<file path="src/rtl/ndn_content_responder.sv">
// Purpose : upstream producer model; answers a forwarded interest from a small
//           content store with a byte-serial Data packet, or a NACK on a miss.
// Latency : first payload byte (or nack) appears on the outputs after the
//           second edge following interest acceptance.
// Backpressure: none; a burst always runs to completion. An interest held
//           high is served once, then the block waits for interest_valid=0.
//
// Ports:
//   clk, rst (synchronous, active-low)
//   interest_valid/_prefix/_len : interest from the router (ready_for_data,
//                                 longest matching prefix and its length)
//   store_we/_idx/_prefix/_len/_content/_content_len : content-store write port
//   data_in_prefix/_len, data_ready, in_data, data_last : Data packet out
//   nack : one-cycle miss pulse; busy : high whenever not IDLE
//
// Build option: define NDN_RESPONDER_NACK_EN to pulse nack on a store miss;
// when undefined, nack is tied low and a miss is silent.

module ndn_content_responder #(
  parameter int ENTRIES = 4,
  parameter int IDX_W   = 2
) (
  input  logic               clk,
  input  logic               rst,
  input  logic               interest_valid,
  input  logic [63:0]        interest_prefix,
  input  logic [5:0]         interest_len,
  input  logic               store_we,
  input  logic [IDX_W-1:0]   store_idx,
  input  logic [63:0]        store_prefix,
  input  logic [5:0]         store_len,
  input  logic [63:0]        store_content,
  input  logic [3:0]         store_content_len,
  output logic [63:0]        data_in_prefix,
  output logic [5:0]         data_in_len,
  output logic               data_ready,
  output logic [7:0]         in_data,
  output logic               data_last,
  output logic               nack,
  output logic               busy
);

  typedef enum logic [1:0] {IDLE, LOOKUP, SEND, DRAIN} state_e;

  state_e state_q, state_d;

  // Content store
  logic [63:0] st_prefix_q  [ENTRIES];
  logic [5:0]  st_len_q     [ENTRIES];
  logic [63:0] st_content_q [ENTRIES];
  logic [3:0]  st_clen_q    [ENTRIES];

  // Latched interest
  logic [63:0] req_prefix_q, req_prefix_d;
  logic [5:0]  req_len_q, req_len_d;

  // Private copy of the hit entry so store writes cannot disturb a burst
  logic [63:0] snd_content_q, snd_content_d;
  logic [3:0]  snd_clen_q, snd_clen_d;
  logic [2:0]  cnt_q, cnt_d;

  // Registered outputs
  logic [63:0] prefix_q, prefix_d;
  logic [5:0]  plen_q, plen_d;
  logic        data_ready_q, data_ready_d;
  logic [7:0]  in_data_q, in_data_d;
  logic        data_last_q, data_last_d;
  logic        nack_q, nack_d;
  logic        busy_q, busy_d;

  logic [3:0] wr_clen_clamped;

  assign wr_clen_clamped = (store_content_len > 4'd8) ? 4'd8 : store_content_len;

  // Store write port: usable in any state, visible from the next edge on
  always_ff @(posedge clk) begin
    if (!rst) begin
      for (int i = 0; i < ENTRIES; i++) begin
        st_prefix_q[i]  <= '0;
        st_len_q[i]     <= '0;
        st_content_q[i] <= '0;
        st_clen_q[i]    <= '0;
      end
    end else if (store_we) begin
      st_prefix_q[store_idx]  <= store_prefix;
      st_len_q[store_idx]     <= store_len;
      st_content_q[store_idx] <= store_content;
      st_clen_q[store_idx]    <= wr_clen_clamped;
    end
  end

  // Parallel match against the latched interest. Scanning from the top down
  // lets the lowest matching index overwrite any higher one.
  logic [63:0]      len_mask;
  logic             hit_any;
  logic [IDX_W-1:0] hit_idx;

  always_comb begin
    len_mask = ~({64{1'b1}} << req_len_q);
    hit_any  = 1'b0;
    hit_idx  = '0;
    for (int i = ENTRIES - 1; i >= 0; i--) begin
      if ((st_len_q[i] != 6'd0) && (st_clen_q[i] != 4'd0) &&
          (st_len_q[i] == req_len_q) &&
          (((st_prefix_q[i] ^ req_prefix_q) & len_mask) == 64'd0)) begin
        hit_any = 1'b1;
        hit_idx = IDX_W'(i);
      end
    end
  end

  always_comb begin
    state_d       = state_q;
    req_prefix_d  = req_prefix_q;
    req_len_d     = req_len_q;
    snd_content_d = snd_content_q;
    snd_clen_d    = snd_clen_q;
    cnt_d         = cnt_q;
    prefix_d      = prefix_q;
    plen_d        = plen_q;
    data_ready_d  = 1'b0;
    in_data_d     = 8'd0;
    data_last_d   = 1'b0;
    nack_d        = 1'b0;

    case (state_q)
      IDLE: begin
        if (interest_valid) begin
          req_prefix_d = interest_prefix;
          req_len_d    = interest_len;
          state_d      = LOOKUP;
        end
      end
      LOOKUP: begin
        if (hit_any) begin
          // Byte 0 is launched straight from the store; the rest come
          // from the private copy taken on the same edge.
          snd_content_d = st_content_q[hit_idx];
          snd_clen_d    = st_clen_q[hit_idx];
          prefix_d      = st_prefix_q[hit_idx];
          plen_d        = st_len_q[hit_idx];
          data_ready_d  = 1'b1;
          in_data_d     = st_content_q[hit_idx][7:0];
          data_last_d   = (st_clen_q[hit_idx] == 4'd1);
          cnt_d         = 3'd1;
          state_d       = SEND;
        end else begin
`ifdef NDN_RESPONDER_NACK_EN
          nack_d  = 1'b1;
`endif
          state_d = DRAIN;
        end
      end
      SEND: begin
        // data_last_q marks the byte currently on the outputs as final
        if (data_last_q) begin
          state_d = DRAIN;
        end else begin
          data_ready_d = 1'b1;
          in_data_d    = snd_content_q[{cnt_q, 3'b000} +: 8];
          data_last_d  = ({1'b0, cnt_q} == (snd_clen_q - 4'd1));
          cnt_d        = cnt_q + 3'd1;
        end
      end
      DRAIN: begin
        if (!interest_valid) state_d = IDLE;
      end
      default: state_d = IDLE;
    endcase

    busy_d = (state_d != IDLE);
  end

  always_ff @(posedge clk) begin
    if (!rst) begin
      state_q       <= IDLE;
      req_prefix_q  <= '0;
      req_len_q     <= '0;
      snd_content_q <= '0;
      snd_clen_q    <= '0;
      cnt_q         <= '0;
      prefix_q      <= '0;
      plen_q        <= '0;
      data_ready_q  <= 1'b0;
      in_data_q     <= '0;
      data_last_q   <= 1'b0;
      nack_q        <= 1'b0;
      busy_q        <= 1'b0;
    end else begin
      state_q       <= state_d;
      req_prefix_q  <= req_prefix_d;
      req_len_q     <= req_len_d;
      snd_content_q <= snd_content_d;
      snd_clen_q    <= snd_clen_d;
      cnt_q         <= cnt_d;
      prefix_q      <= prefix_d;
      plen_q        <= plen_d;
      data_ready_q  <= data_ready_d;
      in_data_q     <= in_data_d;
      data_last_q   <= data_last_d;
      nack_q        <= nack_d;
      busy_q        <= busy_d;
    end
  end

  assign data_in_prefix = prefix_q;
  assign data_in_len    = plen_q;
  assign data_ready     = data_ready_q;
  assign in_data        = in_data_q;
  assign data_last      = data_last_q;
  assign nack           = nack_q;
  assign busy           = busy_q;

endmodule
</file>
<file path="config.mk">
export PLATFORM = sky130hd
export DESIGN_NAME = ndn_content_responder
export DESIGN_NICKNAME = d
export VERILOG_FILES = /design/src/rtl/ndn_content_responder.sv
export SDC_FILE = /design/constraint.sdc
export NUM_CORES = 2
export LEC_CHECK = 0
export CAP_MARGIN = 20
export CORE_MARGIN = 4
export CORE_UTILIZATION = 40
export CTS_CLUSTER_SIZE = 12
export DETAILED_ROUTE_END_ITERATION = 8
export PLACE_DENSITY = 0.63
export SETUP_SLACK_MARGIN = 0.2
export SYNTH_ARGS = -nofsm -noshare
export SYNTH_HDL_FRONTEND = slang
export SYNTH_SLANG_ARGS = --single-unit
</file>
<file path="constraint.sdc">
create_clock -name clk -period 5.2 [get_ports clk]
set_input_delay 1.04 -clock clk [delete_from_list [all_inputs] [get_ports clk]]
set_output_delay 1.04 -clock clk [all_outputs]
set_load 0.01 [all_outputs]
</file>
; ---- After elaboration in Yosys (flattened, before gate mapping)
; Memories as Yosys holds them, arrays and structs flattened. A register that Yosys moved wholly into a read port is not among the register bits.
; Cells that the tools add are included.
[word_totals]
ff_bits = 154
ramBits = 552
input_bits = 214
memories = 4
[mem_list]
columns = name, words, word_bits, rd, rd_clocked_by_memory_dff, write_ports, line_no
row1 = st_content_q, 4, 64, 1, 0, 4, 50  ; logic [63:0] st_content_q [ENTRIES];
row2 = st_prefix_q, 4, 64, 5, 1, 4, 48  ; logic [63:0] st_prefix_q [ENTRIES];
row3 = st_len_q, 4, 6, 5, 1, 4, 49  ; logic [5:0] st_len_q [ENTRIES];
row4 = st_clen_q, 4, 4, 5, 0, 4, 51  ; logic [3:0] st_clen_q [ENTRIES];
[op_classes]
add_sub_neg = 2
magnitude_cmp = 1
n_eq_ne = 11
n_shift = 2
muxes = 42
bitwise = 9
n_reduce_logical = 36
[ops]
columns = cell, n
row1 = 64-bit bitwise AND, 4
row2 = 64-bit logical NOT, 4
row3 = 64-bit XOR, 4
row4 = 64-bit two-way mux, 2
row5 = 64-bit OR reduction, 2
row6 = 64-bit NOT, 1
row7 = 64-bit by 7-bit indexed part select with 8-bit output, 1
row8 = "64-bit by 6-bit << shifter with 64-bit output, first input constant", 1
row9 = 6-bit equality test, 4
row10 = 6-bit nonzero test, 4
row11 = 2-bit two-way mux, 11
row12 = 1-bit two-way mux, 17
row13 = 8-bit two-way mux, 2
row14 = 8-bit one-hot mux with 2 select lines, 1
row15 = 4-bit nonzero test, 4
row16 = 1-bit logical AND, 12
row17 = 4-bit two-way mux, 2
row18 = 2-bit one-hot mux with 4 select lines, 1
row19 = 3-bit two-way mux, 2
row20 = 6-bit two-way mux, 1
row21 = 3-bit one-hot mux with 2 select lines, 1
row22 = 6-bit OR reduction, 1
row23 = "2-bit equality test, second input constant", 2
row24 = 3-bit by 4-bit equality test with 1-bit output, 1
row25 = 13 further kinds, 18

; ---- Logic depth before layout (Yosys ltp)
; An unclocked memory read counts as a cell.
[depth]
ltp_word = 13
mapped_depth = 19
depth_no_buf = 10

; ---- Worst setup path after synthesis
; No wires, ideal clock.
[synth_timing]
kind = input to register
startpoint = input rst
endpoint = memory st_clen_q[2][0] (enable)
setup_ns = 1.187
arrival_ns = 4.134
required_time_ns = 4.013
path_slack_ns = -0.121
stages = 4
path_buffers = 3
cell_sequence = clkbuf_1 > clkbuf_1 > clkbuf_1 > nand2_1
[synth_lines]
columns = item, line_no
row1 = "start, declared", 24  ; input logic rst,
row2 = "end, declared", 51

; ---- Worst setup path in the final report
[layout_timing]
startpoint = register req_len_q[3]
endpoint = register snd_content_q[19] (read register of st_content_q)
[layout_via]
elab_chain_cells = 10
word_cells_on_any_way = 32
[layout_lines]
columns = item, line_no
row1 = "start, declared", 55  ; logic [5:0] req_len_q, req_len_d;
row2 = "start signal, assigned", 192  ; req_len_q <= req_len_d;
row3 = 64-bit by 6-bit << shifter with 64-bit output, 99  ; len_mask = ~({64{1'b1}} << req_len_q);
row4 = 64-bit NOT, 99
row5 = 64-bit bitwise AND, 105  ; (((st_prefix_q[i] ^ req_prefix_q) & len_mask) == 64'd0)) begin
row6 = 64-bit logical NOT, 105
row7 = 1-bit logical AND, 104  ; (st_len_q[i] == req_len_q) &&
row8 = 2-bit two-way mux or 1-bit two-way mux (tied branches) (4 in a row), 103  ; if ((st_len_q[i] != 6'd0) && (st_clen_q[i] != 4'd0) &&
row9 = memory read 4 x 64 bit or 2-bit AND reduction (tied branches), n/a
row10 = "end, declared", 58  ; logic [63:0] snd_content_q, snd_content_d;
; Parallel ways exist; a longest one is shown, timed or not.
; A chain may end at the register's enable or synchronous reset.

==> metrics.md <==
| Metric | Value |
|---|---|
| Status | finished clean |
| Commonest non-fill, non-tap cell in the layout | edfxtp_1 |
| DRC Markers | 0 |
| Worst-Skew Late Latency | 0.70 ns |
| Pre-antenna DRT Iters | 6 |
| Crit Reg-Reg Startpoint | req_len_q[3] |
| Num CTS Buffers | 86 |
| Worst r2r dst | snd_content_q[19] |
| YS warnings | 0 |
| Synth Area in Compound Gates | 0.0780 |
| Hold Path Sink | data_in_prefix[20] |
| Largest net degree at the start of global routing | 139 |
| Postcts setup bufs | 0 |
| Post-synth top area share | 0.420 |
| Net Sw Power | 4.40 mW |
| Max VDD drop | 0.000284 V |
| Post-synthesis sequential area ratio | 0.532 |
| Final setup TNS | 0 ns |
| Vias/cell | about 5.7 |
| Cells after DPL | just under 5,000 |
| Total Power | 15.8 mW |
| Core Rows | 115 |
| Final-layout fill cell count | 8,963 |
| Cell internal pwr | 11.4 mW |
| Setup crit end kind | flop |
| DR vias | a little under 30,000 |
| Comb pwr share | 0.149 |
| Min cycle time layout | approximately 5 ns |
| CORE AREA | 0.0981 sq mm |
| Max H-tree Level | 3 |
| 1st-iter DRT viols | 2,468 |
| Arr. time, crit path | approximately 5.6 ns |
| Commonest cells after routing, fill and taps aside | edfxtp_1 (552), nand2_1 (343), clkdlybuf4s50_1 (290), and2_1 (282), and3_1 (276) |
| Met3 Routed Length | 8.78 mm |
| Initial antenna violation count | 14 |
| Largest family of logic cells by synthesized area | simple AND/OR/NAND/NOR gates |
| Number of flops mapped to enable cells by yosys | around 550 |
| Initial Utilization | 0.403 |
| Vias in the first global route | 28,700 |
| Sw Ratio | 0.278 |
| WL per Instance | 28.4 um |
| Gr usage total | 0.271 |
| Setup slack, reg-to-reg | 0.26 ns |
| Yosys cell types | 88 |
| Global-route wire length before repair | just over 200 mm |
| Hold Path Origin | data_in_prefix[20] |
| Final setup violation count | 0 |
| ANT nets after route | 0 |
| Max-slew violation count | 0 |
| CTS tree | done |
| Critical path peak fanout | 74 |
| Top-level port count | 296 |
| Root Buffer | clkbuf_16 |
| Layout net count | 3,916 |
| XOR/XNOR Fraction of Synth Area | 0.0623 |
| Fmax | between 200 and 250 MHz |
| Die width | roughly 320 um |
| Share of power burned in registers | 0.464 |
| Post-synth top flop | edfxtp_1 |
| Metal2 WL | 69.6 mm |
| Worst Max-Slew Pin Slew | 1.07 ns |
| CP Launch Type | flop |
| Top post-synthesis cells by area | edfxtp_1 (42%), dfxtp_1 (11%), mux2i_1 (6.8%) |
| WL met1 | ~59 mm |
| Power share of the clock group | 0.387 |
| R2r worst-path depth | 11 |
| CTS Buffer Depth | 3 |
| Max cap viols | 0 |
| Post-Route Hold Slack | 0.468 ns |
| Lkg Pwr | between 15 and 20 nW |
| Syn nets | 3,749 |
| Total Die Area | slightly above 0.1 sq mm |
| IO Port Bufs | 293 |
| Final period utilization | 0.950 |
| Average cell area after synthesis | 11.2 sq um |
| Flops & latches, synth | 775 |
| Clock sinks | 775 |
| Post-Synth Adder-Cell Area | 0.00247 |
| Hold Path Class | reg2reg |
| P&R area growth vs syn | 18.6% |
| Hold Path Stages | 2 |
| Area leader, netlist | edfxtp_1 |
| DP Wirelength | 99.9 mm |
| Clock slew at reported path FFs | 0.06 ns |
| Synth Cell Area | approximately 0.04 sq mm |
| Max-slew headroom | 0.286 |
| Chip height | 322 um |
| Share of cells above drive strength 1 | 0.118 |
| Count of endpoints failing hold in the final timing report | 0 |
| GP Congestion | 1.01 |
| CP required | 5.81 ns |
| Worst Clk Skew | 0.0583 ns |
| Total gr overflow | 0 |
| Setup CP Type | reg2reg |
| RSZ-0062 raised after global routing | no |
| Multiplexer share of the synthesized area | 0.119 |
| Final wirelength | 144 mm |
| Non-filler cells, final | 5,066 |
| Uppermost layer routed | met5 |
| Power per cell area | 338 mW/mm^2 |
| Mapped Cells | 3,528 |
| Post-Synth Simple-Gate Area | 0.168 |
| Async S/R FF share, synth | 0 |
-- power groups by stage --
stage	logic [mW]	registers (mW)	clock network, mW
after floorplan	1.36	7.32	0
after global placement	2.33	7.45	0
after detailed placement	2.33	7.47	0
after CTS	2.34	7.34	6.22
after global routing	2.50	7.39	6.49
final	2.37	7.35	6.12
-- metrics by stage --
step | area (sq um) | util | setup WS (ns)
after floorplan | 39500 | - | -0.121
after global placement | 43900 | 0.448 | 0.431
after detailed placement | 43900 | 0.448 | 0.446
after CTS | 46800 | 0.477 | 0.412
after global routing | 46800 | 0.477 | 0.291
final | 46900 | 0.478 | 0.262
-- cells by family (layout without fill, tap and decap cells) --
family                     Yosys count  after routing
buffers and inverters              336            577
adders and majority gates            8              8
and+or+nand+nor                   1222           1222
xor gates and xnor gates           281            281
muxes                              432            432
DFF                                775            775
other                                1             11
AOI/OAI and AO/OA                  473            473
-- synthesized netlist by cell type (5+ instances only) --
| cell | count |
|---|---|
| edfxtp_1 | 552 |
| nand2_1 | 349 |
| and2_1 | 283 |
| and3_1 | 276 |
| mux2i_1 | 270 |
| dfxtp_1 | 223 |
| clkbuf_1 | 203 |
| xor2_1 | 195 |
| mux2_2 | 144 |
| o22ai_1 | 142 |
| a21oi_1 | 110 |
| xnor2_1 | 86 |
| nor2_1 | 76 |
| o21ai_0 | 58 |
| nand3_1 | 55 |
| buf_1 | 48 |
| buf_2 | 48 |
| nand4_1 | 42 |
| o211ai_1 | 42 |
| nor4_1 | 38 |
| nor3_1 | 24 |
| o2111ai_1 | 22 |
| o21ai_1 | 17 |
| mux4_2 | 16 |
| buf_6 | 14 |
| inv_1 | 13 |
| or4_1 | 13 |
| or3_1 | 11 |
| o21a_1 | 9 |
| buf_4 | 8 |
| nand2b_1 | 8 |
| ha_1 | 7 |
| nand4b_1 | 7 |
| o31ai_1 | 6 |
| a211oi_1 | 5 |
| and4_1 | 5 |
| and4b_1 | 5 |
-- cell type report --
class | count | area (sq um) | area share
antenna | 10 | 25.0 | 0.000534
clock buffer | 139 | 2580 | 0.0551
clock inverter | 23 | 312 | 0.00665
inverter | 13 | 48.8 | 0.00104
multi-input combinational | 2417 | 17100 | 0.364
sequential | 775 | 21100 | 0.449
tap | 1287 | 1610 | 0.0344
timing repair buffer | 402 | 4170 | 0.0890
-- worst max path at each step --
stage / from / to / cells after the start / slack [ns]
6_report: req_len_q[3] / snd_content_q[19] / 11 / 0.26
5_1_grt: req_len_q[2] / snd_content_q[41] / 14 / 0.29
4_1_cts: req_len_q[3] / data_in_prefix[2] / 11 / 0.41
3_5_place_dp: req_len_q[0] / snd_content_q[46] / 13 / 0.45
3_3_place_gp: req_len_q[0] / snd_content_q[48] / 13 / 0.43
2_1_floorplan: rst / st_clen_q[2][0] / 4 / -0.12
-- registers in the layout, summed over array words and instances, names as in the netlist --
name and count:
in_data 8, state_q 2, data_ready 1, req_len_q 6
snd_content_q 64, data_last 1, req_prefix_q 63, st_len_q 24
st_content_q 256, st_clen_q 16, cnt_q 3, data_in_prefix 64
snd_clen_q 4, busy 1, data_in_len 6, st_prefix_q 256
-- what timing repair did --
| item | CTS | global route |
|---|---|---|
| endpoints found under the setup margin | 0 | 2 |
| gates resized for setup | 0 | 1 |
| hold buffers | 0 | 0 |
-- layer usage --
| layer | global-route usage | up-vias |
|---|---|---|
| li1 | - | 13200 |
| met1 | 0.348 | 14600 |
| met2 | 0.460 | 1008 |
| met3 | 0.0423 | 224 |
| met4 | 0.111 | 6 |
| met5 | 0 | - |
-- critical path, stage by stage, from the launching register on --
cell     delay (ns)
dfxtp_2        0.47
buf_4          0.24
or4_1          0.58
o21ai_0        0.63
nand4_1        0.27
nor4_1         0.54
nand4_1        0.15
nor4_1         0.60
o41a_2         0.44
nand2_4        0.23
buf_12         0.29
o22ai_1        0.25
Note: power is estimated with default switching activity, not from simulation.
